File: config.mk
export PLATFORM = sky130hd
export DESIGN_NAME = lsu_store_router
export DESIGN_NICKNAME = d
export VERILOG_FILES = /design/src/rtl/lsu_store_router.sv
export SDC_FILE = /design/constraint.sdc
export NUM_CORES = 1
export LEC_CHECK = 0
export ABC_AREA = 1
export BUFFER_PORTS_ARGS = -buffer_cell sky130_fd_sc_hd__buf_4
export CAP_MARGIN = 40
export CORE_MARGIN = 4
export CORE_UTILIZATION = 54
export DETAILED_ROUTE_END_ITERATION = 6
export PLACE_DENSITY = 0.82
export SLEW_MARGIN = 30
export SYNTH_ARGS = -nofsm -noshare
export SYNTH_HDL_FRONTEND = slang
export SYNTH_SLANG_ARGS = --single-unit
File: constraint.sdc
create_clock -name i_clk -period 4.1 [get_ports i_clk]
set_clock_uncertainty 0.05 [all_clocks]
set_input_delay 0 -clock i_clk [delete_from_list [all_inputs] [get_ports i_clk]]
set_output_delay 0 -clock i_clk [all_outputs]
set_load 0.01 [all_outputs]
File: src/rtl/lsu_store_router.sv
// Store-path router: decodes LSU stores into DMEM, LED and 7-seg regions, writes DMEM
// directly and posts peripheral stores into a small write FIFO drained by valid/ready.
module lsu_store_router #(
    parameter logic [15:0] DMEM_BASE  = 16'h0800,
    parameter logic [15:0] DMEM_SIZE  = 16'h0800,
    parameter logic [15:0] LED_BASE   = 16'h1C00,
    parameter logic [15:0] LED_SIZE   = 16'd16,
    parameter logic [15:0] SEG_BASE   = 16'h1E00,
    parameter logic [15:0] SEG_SIZE   = 16'd8,
    parameter int          FIFO_DEPTH = 4
) (
    input  logic        i_clk,
    input  logic        i_reset,
    input  logic        i_mem_wren,
    input  logic [31:0] i_lsu_addr,
    input  logic [1:0]  i_st_size,
    input  logic [31:0] i_st_data,
    output logic        o_stall,
    output logic        o_dmem_wren,
    output logic [3:0]  o_dmem_bmask,
    output logic [31:0] o_dmem_wdata,
    output logic        o_io_valid,
    input  logic        i_io_ready,
    output logic        o_io_sel,
    output logic [7:0]  o_io_offset,
    output logic [3:0]  o_io_bmask,
    output logic [31:0] o_io_wdata,
    output logic        o_misalign,
    output logic        o_unmapped
);

    localparam int PW = $clog2(FIFO_DEPTH);
    localparam int CW = PW + 1;
    localparam logic [7:0] LED_OMASK = 8'(LED_SIZE - 16'd1);
    localparam logic [7:0] SEG_OMASK = 8'(SEG_SIZE - 16'd1);

    typedef struct packed {
        logic        sel;
        logic [7:0]  offset;
        logic [3:0]  bmask;
        logic [31:0] wdata;
    } io_entry_t;

    logic [15:0] w_addr;
    logic [1:0]  w_lsb;
    logic [3:0]  w_mask;
    logic [31:0] w_wdata;
    logic        w_mis;
    logic        w_ok;
    logic        w_dmem_hit, w_led_hit, w_seg_hit;
    logic        w_push_req, w_push, w_pop, w_full;
    logic [7:0]  w_offset;
    io_entry_t   w_entry, w_head;
    logic        w_unused_addr;

    io_entry_t   r_mem [FIFO_DEPTH];
    logic [PW-1:0] r_wr_ptr, r_rd_ptr;
    logic [CW-1:0] r_count;
    logic        r_misalign, r_unmapped;

    assign w_addr        = i_lsu_addr[15:0];
    assign w_lsb         = w_addr[1:0];
    assign w_unused_addr = ^i_lsu_addr[31:16];

    // NOTE: every always_comb output gets a default first so no latch is inferred.
    always_comb begin
        w_mask  = 4'b0000;
        w_wdata = 32'h0;
        w_mis   = 1'b1;
        case (i_st_size)
            2'b00: begin
                w_mask  = 4'b0001 << w_lsb;
                w_wdata = {4{i_st_data[7:0]}};
                w_mis   = 1'b0;
            end
            2'b01: begin
                w_mask  = 4'b0011 << w_lsb;
                w_wdata = {2{i_st_data[15:0]}};
                w_mis   = w_lsb[0];
            end
            2'b10: begin
                w_mask  = 4'b1111;
                w_wdata = i_st_data;
                w_mis   = |w_lsb;
            end
            default: ;
        endcase
    end

    assign w_dmem_hit = (w_addr & ~(DMEM_SIZE - 16'd1)) == DMEM_BASE;
    assign w_led_hit  = (w_addr & ~(LED_SIZE - 16'd1)) == LED_BASE;
    assign w_seg_hit  = (w_addr & ~(SEG_SIZE - 16'd1)) == SEG_BASE;
    assign w_ok       = i_mem_wren & ~w_mis;

    assign w_offset = {w_addr[7:2] & (w_seg_hit ? SEG_OMASK[7:2] : LED_OMASK[7:2]), 2'b00};
    assign w_entry  = '{sel: w_seg_hit, offset: w_offset, bmask: w_mask, wdata: w_wdata};

    assign o_dmem_wren  = w_ok & w_dmem_hit;
    assign o_dmem_bmask = o_dmem_wren ? w_mask : 4'b0000;
    assign o_dmem_wdata = i_mem_wren ? w_wdata : 32'h0;

    // A full FIFO still accepts a store when its head leaves in the same cycle.
    assign w_full     = r_count == CW'(FIFO_DEPTH);
    assign w_pop      = o_io_valid & i_io_ready;
    assign w_push_req = w_ok & (w_led_hit | w_seg_hit);
    assign w_push     = w_push_req & (~w_full | w_pop);
    assign o_stall    = w_push_req & ~w_push;

    assign w_head      = r_mem[r_rd_ptr];
    assign o_io_valid  = r_count != '0;
    assign o_io_sel    = w_head.sel;
    assign o_io_offset = w_head.offset;
    assign o_io_bmask  = w_head.bmask;
    assign o_io_wdata  = w_head.wdata;
    assign o_misalign  = r_misalign;
    assign o_unmapped  = r_unmapped;

    always_ff @(posedge i_clk or negedge i_reset) begin
        if (!i_reset) begin
            r_wr_ptr   <= '0;
            r_rd_ptr   <= '0;
            r_count    <= '0;
            r_misalign <= 1'b0;
            r_unmapped <= 1'b0;
        end else begin
            r_misalign <= i_mem_wren & w_mis;
            r_unmapped <= w_ok & ~(w_dmem_hit | w_led_hit | w_seg_hit);
            if (w_push) r_wr_ptr <= r_wr_ptr + PW'(1);
            if (w_pop)  r_rd_ptr <= r_rd_ptr + PW'(1);
            case ({w_push, w_pop})
                2'b10:   r_count <= r_count + CW'(1);
                2'b01:   r_count <= r_count - CW'(1);
                default: ;
            endcase
        end
    end

    // NOTE: FIFO storage is not reset; the count alone decides which entries are live.
    always_ff @(posedge i_clk) begin
        if (w_push) r_mem[r_wr_ptr] <= w_entry;
    end

endmodule

=== Word level (Yosys, flattened, before mapping) ===
Memories as Yosys holds them, arrays and structs flattened.
Cells that the tools add are included.

* Add/sub/neg operators: 4
* Multiply operators: 0
* Div/mod/pow operators: 0
* $lt $le $gt $ge: 0
* Eq/ne operators: 8
* Shift operators: 2
* Mux-type cells: 9
* Bitwise logic cells: 17
* Reduce and logical (&&, ||, !) cells: 4

{| class="wikitable"
|+ Operators with widths
! kind !! number
|-
| case mux 32 bit (3 select lines) || 1
|-
| two-way mux 32 bit || 1
|-
| == test 13 x 10 -> 1 bit, second input constant || 1
|-
| == test 12 x 9 -> 1 bit, second input constant || 1
|-
| case mux 4 bit (3 select lines) || 1
|-
| AND 1 bit || 8
|-
| AND 6 x 2 -> 6 bit || 1
|-
| case mux 3 bit (2 select lines) || 1
|-
| == test 5 x 1 -> 1 bit, second input constant || 1
|-
| adder 2 x 1 -> 2 bit, second input constant || 2
|-
| == test 2 x 1 -> 1 bit, second input constant || 2
|-
| == test 2 bit, second input constant || 2
|-
| two-way mux 4 bit || 1
|-
| NOT 1 bit || 4
|-
| bitwise OR 1 bit || 4
|-
| left shift 1 x 2 -> 4 bit, first input constant || 1
|-
| left shift 2 x 2 -> 4 bit, first input constant || 1
|-
| adder 3 x 1 -> 3 bit, second input constant || 1
|-
| == test 3 bit, second input constant || 1
|-
| case mux 1 bit (3 select lines) || 1
|-
| nonzero test 3 bit || 1
|-
| subtractor 3 x 1 -> 3 bit, second input constant || 1
|-
| logical NOT 2 bit || 1
|-
| two-way mux 1 bit || 2
|-
| 3 further kinds || 3
|}

* Flip-flop bits (word level): 9
* Latch bits: 0
* RAM bits: 172
* Bits in read-only memories: 0
* Input bits: 70
* Output and inout port bits: 86
* Logic and storage cells: 50
* Memories kept: 1

{| class="wikitable"
|+ Memories
! name !! depth !! bits a word !! rd ports !! clocked after Yosys merged registers in !! write ports !! line !! text
|-
| r_mem || 4 || 43 || 1 || 0 || 1 || 56 || <nowiki>io_entry_t r_mem [FIFO_DEPTH];</nowiki>
|}

=== Depth between registers and ports, before layout ===
Gate-level depths: netlist (run 1).

* Word-level depth: 8
* Mapped depth: 16
* Mapped depth without buffers: 16

=== Worst setup path before layout (run 1) ===
OpenSTA, ideal clock, no wires.

* Path type: register to register
* Start point: register r_count[0]
* End point: memory r_mem[0][0] in the netlist's numbering (enable)
* Setup time: 435 ps
* Arrival time: 2660 ps
* Data required time: 3615 ps
* Setup slack: 954 ps
* Cell stages (with the launch flop): 7
* Buffers on the path: 0
* Clock period less this slack: 3146 ps
* Path through: dfrtp_1 nor2_1 nand2_1 nand2_1 nand3_1 nand2_2 nor2_1

* Cells in the longest elaborated chain, start to end: 6
* Elaborated cells on any way between the ends: 8
* Those cells by class: eq/ne: 1; mux: 2; bitwise: 4; reduce/logical: 1

{| class="wikitable"
|+ RTL lines
! what !! line !! text
|-
| from (decl) || 58 || <nowiki>logic [CW-1:0] r_count;</nowiki>
|-
| from (signal assigned) || 131 || <nowiki>2'b10: r_count <= r_count + CW'(1);</nowiki>
|-
| from (signal assigned) || 132 || <nowiki>2'b01: r_count <= r_count - CW'(1);</nowiki>
|-
| nonzero test 3 bit || 110 || <nowiki>assign o_io_valid = r_count != '0;</nowiki>
|-
| via o_io_valid || 22 || <nowiki>output logic o_io_valid,</nowiki>
|-
| AND 1 bit || 104 || <nowiki>assign w_pop = o_io_valid & i_io_ready;</nowiki>
|-
| bitwise OR 1 bit || 106 || <nowiki>assign w_push = w_push_req & (~w_full | w_pop);</nowiki>
|-
| AND 1 bit || 106 ||
|-
| two-way mux 1 bit || 140 || <nowiki>if (w_push) r_mem[r_wr_ptr] <= w_entry;</nowiki>
|-
| two-way mux 1 bit (implied by the code) || 140 ||
|-
| to (decl) || 56 ||
|}

The timed path passes the listed nets, and every way through them passes these cells.

=== Final worst setup path (run 1) ===
* Start point: input port i_lsu_addr[0]
* End point: memory r_mem[1][11] in the netlist's numbering (enable)

* Cells in the longest elaborated chain, start to end: 8

{| class="wikitable"
|+ RTL lines
! what !! line !! text
|-
| from (decl) || 15 || <nowiki>input logic [31:0] i_lsu_addr,</nowiki>
|-
| OR reduction 2 bit || 84 || <nowiki>w_mis = |w_lsb;</nowiki>
|-
| case mux 1 bit (3 select lines) (*) || 70 || <nowiki>case (i_st_size)</nowiki>
|-
| NOT 1 bit (*) || 93 || <nowiki>assign w_ok = i_mem_wren & ~w_mis;</nowiki>
|-
| AND 1 bit (*) || 93 ||
|-
| AND 1 bit (*) || 105 || <nowiki>assign w_push_req = w_ok & (w_led_hit | w_seg_hit);</nowiki>
|-
| AND 1 bit (*) || 106 ||
|-
| two-way mux 1 bit (*) || 140 ||
|-
| two-way mux 1 bit (implied by the code) (*) || 140 ||
|}

Mark *: on every way between the ends. The rest lies on a longest branch, timed or not.

==> results of run 1 <==
cell families after synthesis:
logic type | count (synthesis) | share of synthesized area
AND/OR/NAND/NOR | 232 | 0.135
flip-flops | 165 | 0.695
other | 1 | 0.000531
adder cells (fa/ha/maj) | 5 | 0.00993
AO/OA/AOI/OAI | 140 | 0.107
buffers and inverters | 83 | 0.0486
XOR/XNOR | 3 | 0.00372
where the power goes:
| part | switching, mW | leakage [nW] | total (mW) | internal, mW |
|---|---|---|---|---|
| sequential | 0.0224 | 1.52 | 1.91 | 1.88 |
| combinational | 1.09 | 1.87 | 1.80 | 0.709 |
| clock | 0.636 | 0.266 | 1.47 | 0.837 |
layer usage:
layer	track usage	wire length (um)
met1	0.331	7020
met2	0.419	9230
met3	0.0710	2190
met4	0.106	561
met5	0	0
registers in the layout, summed over array words and instances, names as in the netlist:
register,flops
r_mem,156
r_wr_ptr,2
o_unmapped,1
r_rd_ptr,2
o_misalign,1
r_count,3
critical path, stage by stage:
cell and delay [ns]:
dlygate4sd3_1 0.55, buf_4 0.16, o21ai_1 0.20, nand4_2 0.20, nor2_4 0.23, nand2_2 0.20
nor2_4 0.53, buf_4 0.43
layout make-up:
type,count,area [um2],share of cell area
flip-flops and latches,165,4910,0.534
multi-input cells,386,1860,0.202
repair buffers,185,1500,0.163
clock buffers,17,425,0.0462
well taps,172,215,0.0234
inverters,44,165,0.0179
clock inverters,15,134,0.0145
how the worst max path moves through the flow:
stage                  startpoint           end  slack, ns
global placement       r_count[0]   r_mem[1][9]       1.65
CTS                    r_count[0]  r_mem[1][11]       1.62
global route           r_count[0]  r_mem[1][11]       1.46
finish              i_lsu_addr[0]  r_mem[1][11]       1.63
detailed placement     r_count[0]   r_mem[1][9]       1.64
floorplan              r_count[0]   r_mem[0][0]       0.95
what timing repair did:
action | CTS | global route
buffers inserted | 0 | 0
hold endpoints to repair | 115 | 0
setup endpoints to repair | 0 | 0
hold buffers | 42 | 0
per-stage QoR:
step,cell area (um2),cells,util
6_report,9200,984,0.723
5_1_grt,9200,984,0.723
2_1_floorplan,7080,634,-
3_5_place_dp,8210,909,0.646
4_1_cts,9190,983,0.723
3_3_place_gp,8210,908,0.645
synthesized netlist by cell type, drive strengths merged:
master	instances	area (um2)
xor2	3	26.3
nor3	8	40.0
o22ai	39	244
nand2	90	345
nor4b	1	8.76
inv	42	158
a31oi	2	12.5
a21oi	20	100
dfrtp	9	225
edfxtp	156	4680
conb	1	3.75
nor2	110	425
nor3b	1	7.51
and3b	1	8.76
nand3	19	100
fa	1	20.0
buf	13	80.1
clkbuf	26	97.6
nand4	2	18.8
clkinv	2	7.51
o21ai	79	395
ha	4	50.1
==> results_dict.tcl, run 1 <==
set metrics [dict create \
    run_status "complete, no violations" \
    grt_pass1_wl_um 28300 \
    peakVddDrop_mv 0.332 \
    fillCellCount 805 \
    drtIter0Drc 763 \
    hold_depth 3 \
    fin_nets 874 \
    rsz0062_at_grt "false" \
    synth_seq_cells 165 \
    setup_violations 0 \
    slew_viol_final 0 \
    place_hpwl_um 12000 \
    drive_above_1_share 0.235 \
    place_congestion 0.855 \
    start_util 0.555 \
    required_ns 4.14 \
    total_power_mw 5.18 \
    grt_pass1_vias 5399 \
    gr-total-overflow 0 \
    holdWs_ns 0.0229 \
    cp_data_arrival_time_ns 2.51 \
    critPathKind "in2reg" \
    syn_avg_cell_area_um2 11.2 \
    yosysUniqueCellTypes 30 \
    cts-root-buf "clkbuf_16" \
    r2r-start "r_count[0]" \
    synth_cells 629 \
    h-tree-depth 4 \
    ant_nets 0 \
    worst_slew_pin_slew_ns 0.857 \
    yosysSeqAreaShare 0.695 \
    grt_use_total 0.258 \
    die_h_um 122 \
    clkLatencyLatePin_ns 0.42 \
    path_clk_slew_ns 0.06 \
    timing.setup.tns_ns 0 \
    area_delta_synth_final_pct 30.4 \
    drc 0 \
    cp_max_fo 21 \
    cts_tree "yes" \
    power_density_nw_per_um2 562 \
    wirelength_um 19000 \
    critPathLaunchType "input pin" \
    hold_violations 0 \
    first_pass_iters 5 \
    grt_start_max_net_pins 80 \
    regToRegEndpoint "r_mem[1][11]" \
    io-pin-count 156 \
    power.leakage_nw 3.66 \
    rr_worst_depth 7 \
    clk_path_buf_depth 2 \
    hold_path.class "in2reg" \
    place.port_buffers 133 \
    via_count 5671 \
    syn_area_um2 7060 \
    worstSetupEndpointType "flip-flop" \
    setup_slack_ns 1.63 \
    fin_crit_ns 2.47 \
    die-area_um2 15000 \
    numCtsBuffers 17 \
    antenna_found_initial 0 \
    cts_resized 0 \
    fin_crit_sh 0.603 \
    mostFrequentLayoutCells "edfxtp_1, buf_4, nor2_1, nand2_1, o21ai_0" \
    yosys_warnings 0 \
    post-place-ws_ns 1.64 \
    vias_per_cell 5.76 \
    coreArea_um2 12700 \
    holdPathEnd "r_mem[3][23]" \
    fmax_mhz 404 \
    min-delay-start "i_st_data[7]" \
    antenna_cells 0 \
    cts.sinks 165 \
    die_w_um 122 \
    layout_commonest_cell "edfxtp_1" \
    maxCapViolations 0 \
    wl_per_cell_um 19.3 \
    rrSetupSlack_ns 1.64 \
    core.rowCount 41 \
    relSlewSlack 0.427 \
]
Power figures use the tool's default switching activity.
==> inputs of run 2 (changes only) <==
Clock period 4.1 ns to 2.3 ns, I/O delays scaled along.
==> run 2 against run 1 <==
Against the previous run:
- hold slack got worse by 0.0011 ns
- combinational power rose by 85%
- sequential share of layout area fell by 0.66 points
- design area increased by 1.3%
- sequential power up 78%
- setup slack got worse by 1.5 ns
- cell count rose by 0.71%
- clock power rose by 80%
- total power up 81%
- die area unchanged
- critical path type unchanged
- largest power group unchanged
- highest routed layer unchanged
==> results_dict.tcl, run 2 (synthesis gave the netlist of run 1 again) <==
set metrics [dict create \
    run_status "complete, no violations" \
    rsz0062_at_grt "false" \
    maxCapViolations 0 \
    io-pin-count 156 \
    first_pass_iters 5 \
    relSlewSlack 0.630 \
    wl_met3_um 2090 \
    die-area_um2 15000 \
    slew_viol_final 0 \
    grt_start_max_net_pins 80 \
    cp_data_arrival_time_ns 2.50 \
    clkLatencyLatePin_ns 0.41 \
    largest_reg_flops 156 \
    area_delta_synth_final_pct 32.0 \
    mostFrequentLayoutCells "edfxtp_1, buf_4, nor2_1, nand2_1, o21ai_0" \
    timing.critical_path.mode_cell "dlygate4sd3_1" \
    via_count 5730 \
    core.rowCount 41 \
    worstSetupEndpointType "flip-flop" \
    fin_crit_sh 0.956 \
    utilization 0.732 \
    layout_commonest_cell "edfxtp_1" \
    die_w_um 122 \
    grt_pass1_wl_um 29400 \
    grt_pass1_vias 5629 \
    place_hpwl_um 12300 \
    power.leakage_nw 3.71 \
    crit_chain "dlygate4sd3_1 -> buf_4 -> o21ai_1 -> nand4_2 -> dlygate4sd3_1 -> nor3b_1 -> dlygate4sd3_1" \
    fmax_mhz 455 \
    coreArea_um2 12700 \
    power_density_nw_per_um2 1000 \
    numCtsBuffers 17 \
    drc 0 \
    place_congestion 0.896 \
    top_regs "r_mem: 156 flops, r_count: 3 flops" \
    place.port_buffers 133 \
    antenna_found_initial 0 \
    cts.sinks 165 \
    top_layer "met4" \
    wl_per_cell_um 20.0 \
    critPathKind "in2reg" \
    cp_slowest_cell "dlygate4sd3_1" \
    vias_per_cell 5.78 \
    fillCellCount 814 \
    cts-root-buf "clkbuf_16" \
    total_power_mw 9.36 \
    fin_crit_ns 2.20 \
    top_register "r_mem" \
    gr-total-overflow 0 \
    clk_path_buf_depth 2 \
    fin_cells 991 \
    drtIter0Drc 715 \
    grt_use_total 0.264 \
    cts_tree "yes" \
    cp_slowest_stage_delay_ns 0.61 \
    critPathBufInv 4 \
    required_ns 2.60 \
    worst_slew_pin_slew_ns 0.555 \
    start_util 0.555 \
    peakVddDrop_mv 0.802 \
    setup_violations 0 \
    cp_max_fo 6 \
    setup_slack_ns 0.102 \
    post-place-ws_ns 0.241 \
    crit_family "buffers and inverters" \
    m1WireLength_um 7500 \
    fin_nets 882 \
    drive_above_1_share 0.238 \
    antenna_cells 0 \
    hold_path.class "in2reg" \
    h-tree-depth 4 \
    met2WireLength_um 9730 \
    ant_nets 0 \
    dpl.cell_count 918 \
    die_h_um 122 \
    wirelength_um 19900 \
    path_clk_slew_ns 0.06 \
    critPathLaunchType "input pin" \
    hold_violations 0 \
]
-- run 2: changes by cell type in the layout (fill, tap and decap cells not counted), sizes merged --
| cell | delta |
|---|---|
| clkbuf | +2 |
| buf | +8 |
| bufinv | +1 |
| inv | -2 |
| clkinv | -2 |
-- run 2: through the flow --
stage	cell area [um2]	hold WS, ns	TNS (ns)
final	9320	0.0218	0
after global routing	9320	0.0368	0
after CTS	9310	0.000270	0
after detailed placement	8340	-0.219	0
after global placement	8340	-0.221	0
after floorplan	7090	-0.346	-34.43
-- run 2: metal layers --
metal,global-route usage,up-vias
met5,0,-
met4,0.103,0
met3,0.0627,59
met2,0.448,401
met1,0.328,2716
li1,-,2554
-- run 2: layout make-up --
class / instances / area (um2) / share of cell area
clock inverters: 12 / 114 / 0.0122
inverters: 44 / 165 / 0.0177
flip-flops and latches: 165 / 4910 / 0.527
multi-input cells: 386 / 1860 / 0.200
clock buffers: 19 / 433 / 0.0465
well taps: 172 / 215 / 0.0231
repair buffers: 193 / 1620 / 0.174
-- run 2: final timing paths --
| check | startpoint | endpoint | slack [ns] | cells past startpoint |
|---|---|---|---|---|
| max in group asynchronous | i_reset | r_rd_ptr[0] | 1.34 | 3 |
| min in group asynchronous | i_reset | r_count[1] | 0.54 | 3 |
| hold reg to reg | r_count[0] | r_count[0] | 0.48 | 1 |
| setup / recovery | i_lsu_addr[0] | o_unmapped | 0.10 | 7 |
| hold / removal | i_st_data[0] | r_mem[0][0] | 0.02 | 3 |
| setup reg to reg | r_count[0] | r_mem[0][3] | 0.23 | 7 |
-- run 2: what timing repair did --
action	in CTS	in global routing
hold endpoints to repair	111	0
resized for setup	0	2
endpoints found under the setup margin	0	15
setup buffers	0	0
hold buffers	42	0
-- run 2: power by group --
group	switching (mW)	internal, mW
clock	1.07	1.57
sequential	0.0426	3.36
combinational	2.02	1.30
-- run 2: tightest hold or removal path: cells and delay by family --
family        cells  cell delay [ns]
buf+inv           2             0.22
simple gates      1             0.09
